**src/rtl/ppf_pkg.sv**
```systemverilog
`default_nettype none
// ppf_pkg: shared sizing, state encoding and lane helpers for the polyphase front-end scheduler.
package ppf_pkg;

  localparam int NUM_CH = 8;
  localparam int DW     = 32;
  localparam int TAPS   = 4;

  localparam int CNT_W = $clog2(NUM_CH);
  localparam int TAP_W = (TAPS > 1) ? $clog2(TAPS) : 1;
  localparam int BLK_W = NUM_CH * DW;

  typedef enum logic [1:0] {
    IDLE    = 2'd0,
    COLLECT = 2'd1,
    FLUSH   = 2'd2
  } state_t;

  function automatic int lane_lsb(input int k);
    return k * DW;
  endfunction

endpackage
`default_nettype wire

```
**src/rtl/ppf_lat_track.sv**
```systemverilog
`default_nettype none
// ppf_lat_track: fixed-latency valid pipe behind the filter bank plus a wrapping spectrum counter.
module ppf_lat_track #(
  parameter int PIPE_LAT = 6,
  parameter int FCNT_W   = 16
) (
  input  logic              clk,
  input  logic              rst_n,
  input  logic              blk_valid,
  output logic              spec_valid,
  output logic [FCNT_W-1:0] frame_cnt,
  output logic              pipe_busy
);

  logic [PIPE_LAT-1:0] pipe;

  always_ff @(posedge clk or negedge rst_n) begin
    if (!rst_n) begin
      pipe      <= '0;
      frame_cnt <= '0;
    end else begin
      pipe <= (pipe << 1) | PIPE_LAT'(blk_valid);
      if (pipe[PIPE_LAT-1]) begin
        frame_cnt <= frame_cnt + 1'b1;
      end
    end
  end

  assign spec_valid = pipe[PIPE_LAT-1];
  assign pipe_busy  = |pipe;

endmodule
`default_nettype wire

```
**src/rtl/ppf_sched.sv**
```systemverilog
`default_nettype none
// ppf_sched: commutates a serial complex stream into NUM_CH-lane blocks, strobes the filter bank
// and drains its taps with zero blocks on flush.
module ppf_sched
  import ppf_pkg::*;
#(
  parameter int PIPE_LAT = 6,
  parameter int FCNT_W   = 16
) (
  input  logic              clk_i,
  input  logic              rstn_i,
  input  logic              enable_i,
  input  logic              flush_i,
  input  logic              s_valid_i,
  input  logic [DW-1:0]     s_data_i,
  output logic              s_ready_o,
  output logic [BLK_W-1:0]  blk_data_o,
  output logic              blk_valid_o,
  output logic              spec_valid_o,
  output logic [FCNT_W-1:0] frame_cnt_o,
  output logic              busy_o
);

  state_t           state;
  logic [CNT_W-1:0] cnt;
  logic [TAP_W-1:0] fcnt;
  logic             flush_pend;
  logic [DW-1:0]    shadow [NUM_CH];
  logic [BLK_W-1:0] blk_data;
  logic             blk_valid;
  logic             s_ready;
  logic             hs;
  logic             blk_done;
  logic             pipe_busy;
  logic [BLK_W-1:0] full_blk;

  assign hs       = s_valid_i & s_ready;
  assign blk_done = hs && (cnt == CNT_W'(NUM_CH - 1));

  // The final sample of a block lands in lane 0 straight from the input, so the
  // strobe follows the last handshake by a single cycle.
  always_comb begin
    full_blk = '0;
    for (int k = 1; k < NUM_CH; k++) begin
      full_blk[lane_lsb(k) +: DW] = shadow[k];
    end
    full_blk[DW-1:0] = s_data_i;
  end

  always_ff @(posedge clk_i or negedge rstn_i) begin
    if (!rstn_i) begin
      state      <= IDLE;
      cnt        <= '0;
      fcnt       <= '0;
      flush_pend <= 1'b0;
      blk_data   <= '0;
      blk_valid  <= 1'b0;
      s_ready    <= 1'b0;
      for (int k = 0; k < NUM_CH; k++) begin
        shadow[k] <= '0;
      end
    end else begin
      blk_valid <= 1'b0;
      case (state)
        IDLE: begin
          if (flush_i) begin
            state <= FLUSH;
            fcnt  <= '0;
          end else if (enable_i) begin
            state   <= COLLECT;
            s_ready <= 1'b1;
          end
        end

        COLLECT: begin
          if (flush_i) begin
            flush_pend <= 1'b1;
          end
          if (hs) begin
            shadow[CNT_W'(NUM_CH - 1) - cnt] <= s_data_i;
            cnt                              <= cnt + 1'b1;
          end
          if (blk_done) begin
            blk_data  <= full_blk;
            blk_valid <= 1'b1;
          end
          // Mode changes only happen on a block boundary; a pending flush beats a disable.
          if (blk_done || (cnt == '0 && !hs)) begin
            if (flush_pend || flush_i) begin
              state      <= FLUSH;
              fcnt       <= '0;
              flush_pend <= 1'b0;
              s_ready    <= 1'b0;
            end else if (!enable_i) begin
              state   <= IDLE;
              s_ready <= 1'b0;
            end
          end
        end

        FLUSH: begin
          blk_data  <= '0;
          blk_valid <= 1'b1;
          fcnt      <= fcnt + 1'b1;
          if (fcnt == TAP_W'(TAPS - 1)) begin
            state <= IDLE;
            cnt   <= '0;
          end
        end

        default: begin
          state   <= IDLE;
          s_ready <= 1'b0;
        end
      endcase
    end
  end

  ppf_lat_track #(
    .PIPE_LAT (PIPE_LAT),
    .FCNT_W   (FCNT_W)
  ) u_lat (
    .clk        (clk_i),
    .rst_n      (rstn_i),
    .blk_valid  (blk_valid),
    .spec_valid (spec_valid_o),
    .frame_cnt  (frame_cnt_o),
    .pipe_busy  (pipe_busy)
  );

  assign s_ready_o   = s_ready;
  assign blk_data_o  = blk_data;
  assign blk_valid_o = blk_valid;
  assign busy_o      = (state != IDLE) | pipe_busy;

endmodule
`default_nettype wire

```
**config.mk**
```make
export PLATFORM = sky130hd
export DESIGN_NAME = ppf_sched
export DESIGN_NICKNAME = d
export VERILOG_FILES = /design/src/rtl/ppf_pkg.sv /design/src/rtl/ppf_lat_track.sv /design/src/rtl/ppf_sched.sv
export SDC_FILE = /design/constraint.sdc
export NUM_CORES = 1
export LEC_CHECK = 0
export CORE_MARGIN = 4
export CORE_UTILIZATION = 30
export DETAILED_ROUTE_END_ITERATION = 7
export GPL_ROUTABILITY_DRIVEN = 0
export PLACE_DENSITY_LB_ADDON = 0.08
export SYNTH_ARGS = -nofsm -noshare
export SYNTH_HDL_FRONTEND = slang
export SYNTH_HIERARCHICAL = 1
export SYNTH_SLANG_ARGS = --single-unit
```
**constraint.sdc**
```tcl
create_clock -name clk_i -period 5.7 [get_ports clk_i]
set_input_delay 1.425 -clock clk_i [delete_from_list [all_inputs] [get_ports clk_i]]
set_output_delay 1.425 -clock clk_i [all_outputs]
set_load 0.005 [all_outputs]
```
==> metrics.md, run 1 <==
| Metric | Value |
|---|---|
| R2R setup slack | 2.82 ns |
| CTS Hold Bufs | 0 |
| Final Util | 0.4010 |
| Die Area | 66710 µm² |
| Adder-cell share of the synthesized area | 0.005992 |
| Clk buf depth | 3 |
| # Post-CTS Setup Buffers | 0 |
| WL/cell | 22.69 µm |
| Simple-gate share of the synthesized area | 0.02071 |
| RSZ-0062 raised after global routing | false |
| R2R Path End | full_blk[137] |
| Root buf cell | clkbuf_16 |
| PostCTS Resize Cnt | 0 |
| Fin nets | 1544 |
| Die height | 258.3 µm |
| Hold endpoint | u_lat/pipe[4] |
| Post-route design area | 24790 µm² |
| TritonCTS clock tree | done |
| Pre-antenna DRT Iters | 4 |
| Synthesis-to-layout area growth | 31.94% |
| Antenna fix cells | 0 |
| Post-Syn Area | 18790 µm² |
| Cell leakage power | 11.65 nW |
| Crit path DAT | 1.99 ns |
| GR Util met2 | 0.2487 |
| VDD IR max | 0.2391 mV |
| Met3 usage | 0.03782 |
| Initial antenna violation count | 1 |
| Fin crit share | 0.5999 |
| Clock sink total | 512 |
| Syn Nets | 1233 |
| Clk slew on worst S/H paths | 0.05 ns |
| DRC | 0 |
| EDFF count, synth | 0 |
| Asr flop ratio synth | 1.000 |
| Synth warn | 6 |
| Setup tns final | 0 ns |
| Worst-margin pin slew | 1.157 ns |
| Status | completed |
| Critical path class | flop to output port |
| Worst-skew pair later-pin latency | 0.60 ns |
| GRT Max-Usage Layer | met2 |
| Initial DRC count | 592 |
| Max-cap violation count | 0 |
| Global-route wire length before repair | 82.14 mm |
| Power density over the cells | 348.7 nW/µm² |
| Share of synthesized area spent on multiplexers | 0.1376 |
| Vias in the first global route | 11970 |
| Final Skew | 0.01314 ns |
| Startpoint types | flop |
| Synth Area in Compound Gates | 0.1234 |
| Hold Crit Start | u_lat/pipe[3] |
| Post-Syn Instances | 1187 |
| Largest net degree at the start of global routing | 173 |
| Crit path max fanout | 7 |
| Antenna viol nets, final | 0 |
| H-tree lvl count | 2 |
| Row Count | 91 |
| Reg-to-Reg Start | state[1] |
| Register area share after synthesis | 0.6818 |
| Met1 Use GR | 0.2250 |
| Share of layout cells above drive strength 1 | 0.2214 |
| Grt total ovfl | 0 |
| CP required | 4.28 ns |
| Yosys reg bits | 512 |
| Global Route Usage Sum | 0.1596 |
| Hold Path Class | flop to flop |
| CTS Buf Count | 57 |
| Yosys cell types | 40 |
| Dpl cell area | 22900 µm² |
| Final hold viol count | 0 |
| Path depth of the worst reg2reg path | 6 |
| Endpoints failing setup | 0 |
| Die Span X | 258.3 µm |
| Crit path time final | 3.419 ns |
| Post-synth top flop | dfrtp_1 |
| PortBufs | 312 |
| Synth Area in XOR/XNOR | 0.006991 |
| Io pins | 313 |
| Hold path cells | 0 |
| Via count | 11430 |
| Initial Util | 0.3039 |
| CP endpoint kind | output port |
| Drt via density | 4.806 |
| Total Routed Length | 53.94 mm |
| Syn avg cell area | 15.83 µm² |
| Core area | 61830 µm² |
| Max_slew headroom | 0.2268 |
| Max Fclk | 292.5 MHz |
| Largest family of logic cells by synthesized area | multiplexers |
| Max-slew violations | 0 |
| Hpwl dp | 32.26 mm |
-- worst max-delay path: stages, from the launching register on --
cell and delay (ns):
dfrtp_1 0.47, nor4_1 0.25, nand2_1 0.08, nand2b_1 0.14
clkdlybuf4s50_1 0.47
-- cell type report --
cell class	count	area, µm²
tap	837	1047
clock inverter	7	113.9
inverter	10	37.54
timing repair buffer	332	3416
sequential	512	12810
clock buffer	94	1778
multi-input combinational	585	5589
fill	5762	37030
-- worst max path at each step --
stage	start	endpoint	slack [ns]	cells past startpoint
2_1_floorplan	s_valid_i	state[1]	2.94	4
3_3_place_gp	s_valid_i	full_blk[122]	1.81	5
3_5_place_dp	s_valid_i	full_blk[114]	1.78	5
4_1_cts	u_lat/pipe[5]	busy_o	2.20	4
5_1_grt	u_lat/pipe[5]	busy_o	2.10	4
6_report	u_lat/pipe[5]	busy_o	2.28	4
-- metrics by stage --
step / std cells / hold WS [ns] / power, mW / setup slack (ns)
after floorplan: 1187 / 0.3540 / 4.632 / 2.936
after global placement: 2276 / 0.3634 / 5.017 / 1.815
after detailed placement: 2276 / 0.3642 / 5.040 / 1.779
after CTS: 2377 / 0.3798 / 8.818 / 2.197
after global routing: 2377 / 0.3929 / 9.064 / 2.103
final: 2377 / 0.3752 / 8.645 / 2.281
-- synthesized netlist by cell type (5+ instances only) --
cell,count,share of area
mux2_2,221,0.13
inv_1,9,0.0018
nor2_1,10,0.0020
xnor2_1,11,0.0051
clkbuf_1,14,0.0028
nand2_1,17,0.0034
buf_2,56,0.015
mux2_1,5,0.0030
ha_1,9,0.0060
a22o_1,256,0.12
dfrtp_1,512,0.68
a21oi_1,5,0.0013
-- power by group --
group | internal [mW] | switching [mW] | total [mW]
registers | 3.90 | 0.162 | 4.06
logic | 0.343 | 0.544 | 0.887
clock network | 2.24 | 1.46 | 3.70
-- sequential cells by signal, summed over array words and instances, names as in the netlist --
name,count
u_lat/frame_cnt,16
flush_pend,1
s_ready_o,1
state,2
full_blk,224
fcnt,2
u_lat/pipe,6
cnt,3
blk_data_o,256
blk_valid_o,1
-- logic make-up (layout without fill, tap and decap cells) --
group,after synthesis,after routing
multiplexers,230,230
flip-flops,512,512
XOR/XNOR,15,15
AO/OA/AOI/OAI,269,269
buffers and inverters,90,443
AND/OR/NAND/NOR,62,62
adder cells (fa/ha/maj),9,9
-- layout by cell type, fill, tap and decap left out, drive strengths merged, types with 5 or more instances in the layout --
master / instances
nor2: 11
clkdlybuf4s50: 311
inv: 11
nor3: 6
xnor2: 11
mux2: 226
nand4: 5
buf: 21
a22o: 256
nand2: 17
dfrtp: 512
ha: 9
clkbuf: 94
a21oi: 5
nor4: 5
-- per-layer routing --
layer,vias to the layer above,share of wire
met2,267,0.46
li1,5059,-
met1,6015,0.45
met5,-,0
met4,0,0.024
met3,84,0.061
Power figures use the tool's default switching activity.
==> inputs of run 2 (changes only) <==
==> constraint.sdc (replaced) <==
create_clock -name clk_i -period 2.98 [get_ports clk_i]
set_input_delay 0.745 -clock clk_i [delete_from_list [all_inputs] [get_ports clk_i]]
set_output_delay 0.745 -clock clk_i [all_outputs]
set_load 0.005 [all_outputs]
==> run 2 against run 1 <==
  * Via count rose by 1.9%
  * Flip-flop and latch count did not move
  * Die area did not move
  * Global-route usage rose by 0.16 points
  * Worst hold slack got worse by 0.27 ns
  * Worst setup slack got worse by 2.1 ns
  * Register-to-register slack got worse by 2.5 ns
  * Largest cell class unchanged
  * Power rose by 94%
  * Sequential share of layout area fell by 0.78 points
  * Utilization rose by 0.62 points
  * Critical path depth did not move
==> metrics.md, run 2 (same netlist as run 1, synthesis figures left out) <==
| Metric | Value |
|---|---|
| Status | completed |
| RSZ-0062 raised after global routing | false |
| Hold WS | 0.1074 ns |
| Die height | 258.3 µm |
| CP endpoint kind | output port |
| Fin crit share | 0.9236 |
| Max Fclk | 363.3 MHz |
| Max reg flops | 256 |
| Crit path DAT | 2.01 ns |
| Global Route Usage Sum | 0.1612 |
| WL/cell | 22.46 µm |
| CTS Buf Count | 57 |
| Antenna viol nets, final | 0 |
| Initial Util | 0.3039 |
| Total Routed Length | 54.17 mm |
| Share of layout cells above drive strength 1 | 0.2381 |
| Dpl cell area | 23240 µm² |
| Clk buf depth | 3 |
| Post-route design area | 25180 µm² |
| H-tree lvl count | 2 |
| Clock sink total | 512 |
| Critical path class | flop to output port |
| Vias in the first global route | 12270 |
| # Post-CTS Setup Buffers | 0 |
| Crit path max fanout | 7 |
| Die Span X | 258.3 µm |
| Antenna fix cells | 0 |
| CP top delay family | simple AND/OR/NAND/NOR gates |
| CP required | 2.24 ns |
| Worst-skew pair later-pin latency | 0.60 ns |
| Fin nets | 1576 |
| Final hold viol count | 0 |
| Startpoint types | flop |
| Final Power | 16.80 mW |
| Most common cell after layout, fill and taps aside | dfrtp_1 |
| Synthesis-to-layout area growth | 33.97% |
| Max stage delay on crit path | 0.47 ns |
| Initial antenna violation count | 0 |
| Endpoints failing setup | 0 |
| Path depth of the worst reg2reg path | 7 |
| Crit path time final | 2.752 ns |
| R2R setup slack | 0.29 ns |
| Most frequent cells in the layout | dfrtp_1, clkdlybuf4s50_1, a22o_1 |
| CTS Hold Bufs | 0 |
| Max_slew headroom | 0.3424 |
| VDD IR max | 0.4903 mV |
| Worst Path Buf+Inv | 1 |
| Worst-margin pin slew | 0.9842 ns |
| Largest net degree at the start of global routing | 72 |
| Row Count | 91 |
| Max-slew violations | 0 |
| Place WS | -0.03960 ns |
| Io pins | 313 |
| Hold Path Class | primary input to asynchronous set/reset pin |
| Die Area | 66710 µm² |
| Pre-antenna DRT Iters | 4 |
| Initial DRC count | 508 |
| PortBufs | 312 |
| Cell leakage power | 11.87 nW |
| Reg-to-Reg Start | cnt[1] |
| PostCTS Resize Cnt | 0 |
| Clk slew on worst S/H paths | 0.06 ns |
| Final Skew | 0.01741 ns |
| Crit-path slowest cell | dfrtp_1 |
| Global-route wire length before repair | 83.01 mm |
| TritonCTS clock tree | done |
| Crit path cell chain | nor4_1 -> nand2_1 -> nand2b_1 -> clkdlybuf4s50_1 |
| Final Util | 0.4072 |
| Grt total ovfl | 0 |
| Power density over the cells | 667.5 nW/µm² |
| Hpwl dp | 34.99 mm |
| Max-cap violation count | 0 |
| Core area | 61830 µm² |
| Via count | 11640 |
| Fillers | 5725 |
| R2R Path End | blk_data_o[245] |
| Root buf cell | clkbuf_16 |
| DRC | 0 |
| Final setup margin | 0.2276 ns |
| Drt via density | 4.827 |
run 2: cell type report:
cell class | count | area [µm²] | area share
clock buffers | 90 | 1690 | 0.06714
inverters | 10 | 37.54 | 0.001491
multi-input cells | 585 | 5589 | 0.2220
repair buffers | 364 | 3756 | 0.1492
clock inverters | 14 | 242.7 | 0.009642
flip-flops and latches | 512 | 12810 | 0.5089
well taps | 837 | 1047 | 0.04160
run 2: power breakdown:
| part | switching [mW] | leakage [nW] | internal [mW] | total [mW] |
|---|---|---|---|---|
| clock network | 2.83 | 0.949 | 4.40 | 7.23 |
| registers | 0.294 | 7.09 | 7.45 | 7.75 |
| logic | 1.09 | 3.83 | 0.741 | 1.83 |
| total | 4.21 | 11.9 | 12.6 | 16.8 |
run 2: how the worst max path moves through the flow:
| stage | to | from | cells past startpoint |
|---|---|---|---|
| 3_3_place_gp | blk_data_o[216] | s_valid_i | 6 |
| 5_1_grt | busy_o | u_lat/pipe[5] | 4 |
| 3_5_place_dp | blk_data_o[250] | s_valid_i | 6 |
| 6_report | busy_o | u_lat/pipe[5] | 4 |
| 2_1_floorplan | full_blk[161] | state[1] | 8 |
| 4_1_cts | busy_o | u_lat/pipe[5] | 4 |
run 2: per-stage QoR:
| step | TNS (ns) | instances |
|---|---|---|
| 2_1_floorplan | 0 | 1187 |
| 3_3_place_gp | -1.690 | 2308 |
| 3_5_place_dp | -1.071 | 2308 |
| 4_1_cts | 0 | 2412 |
| 5_1_grt | 0 | 2412 |
| 6_report | 0 | 2412 |
run 2: routing by layer:
metal  track usage  share of wire  vias to the layer above  wire [µm]
met4       0.03478          0.017                        0        946
met2        0.2561           0.47                      241      25600
li1              -              -                     5119          -
met1        0.2251           0.45                     6210      24590
met3       0.04114          0.056                       72       3039
met5             0              0                        -          0
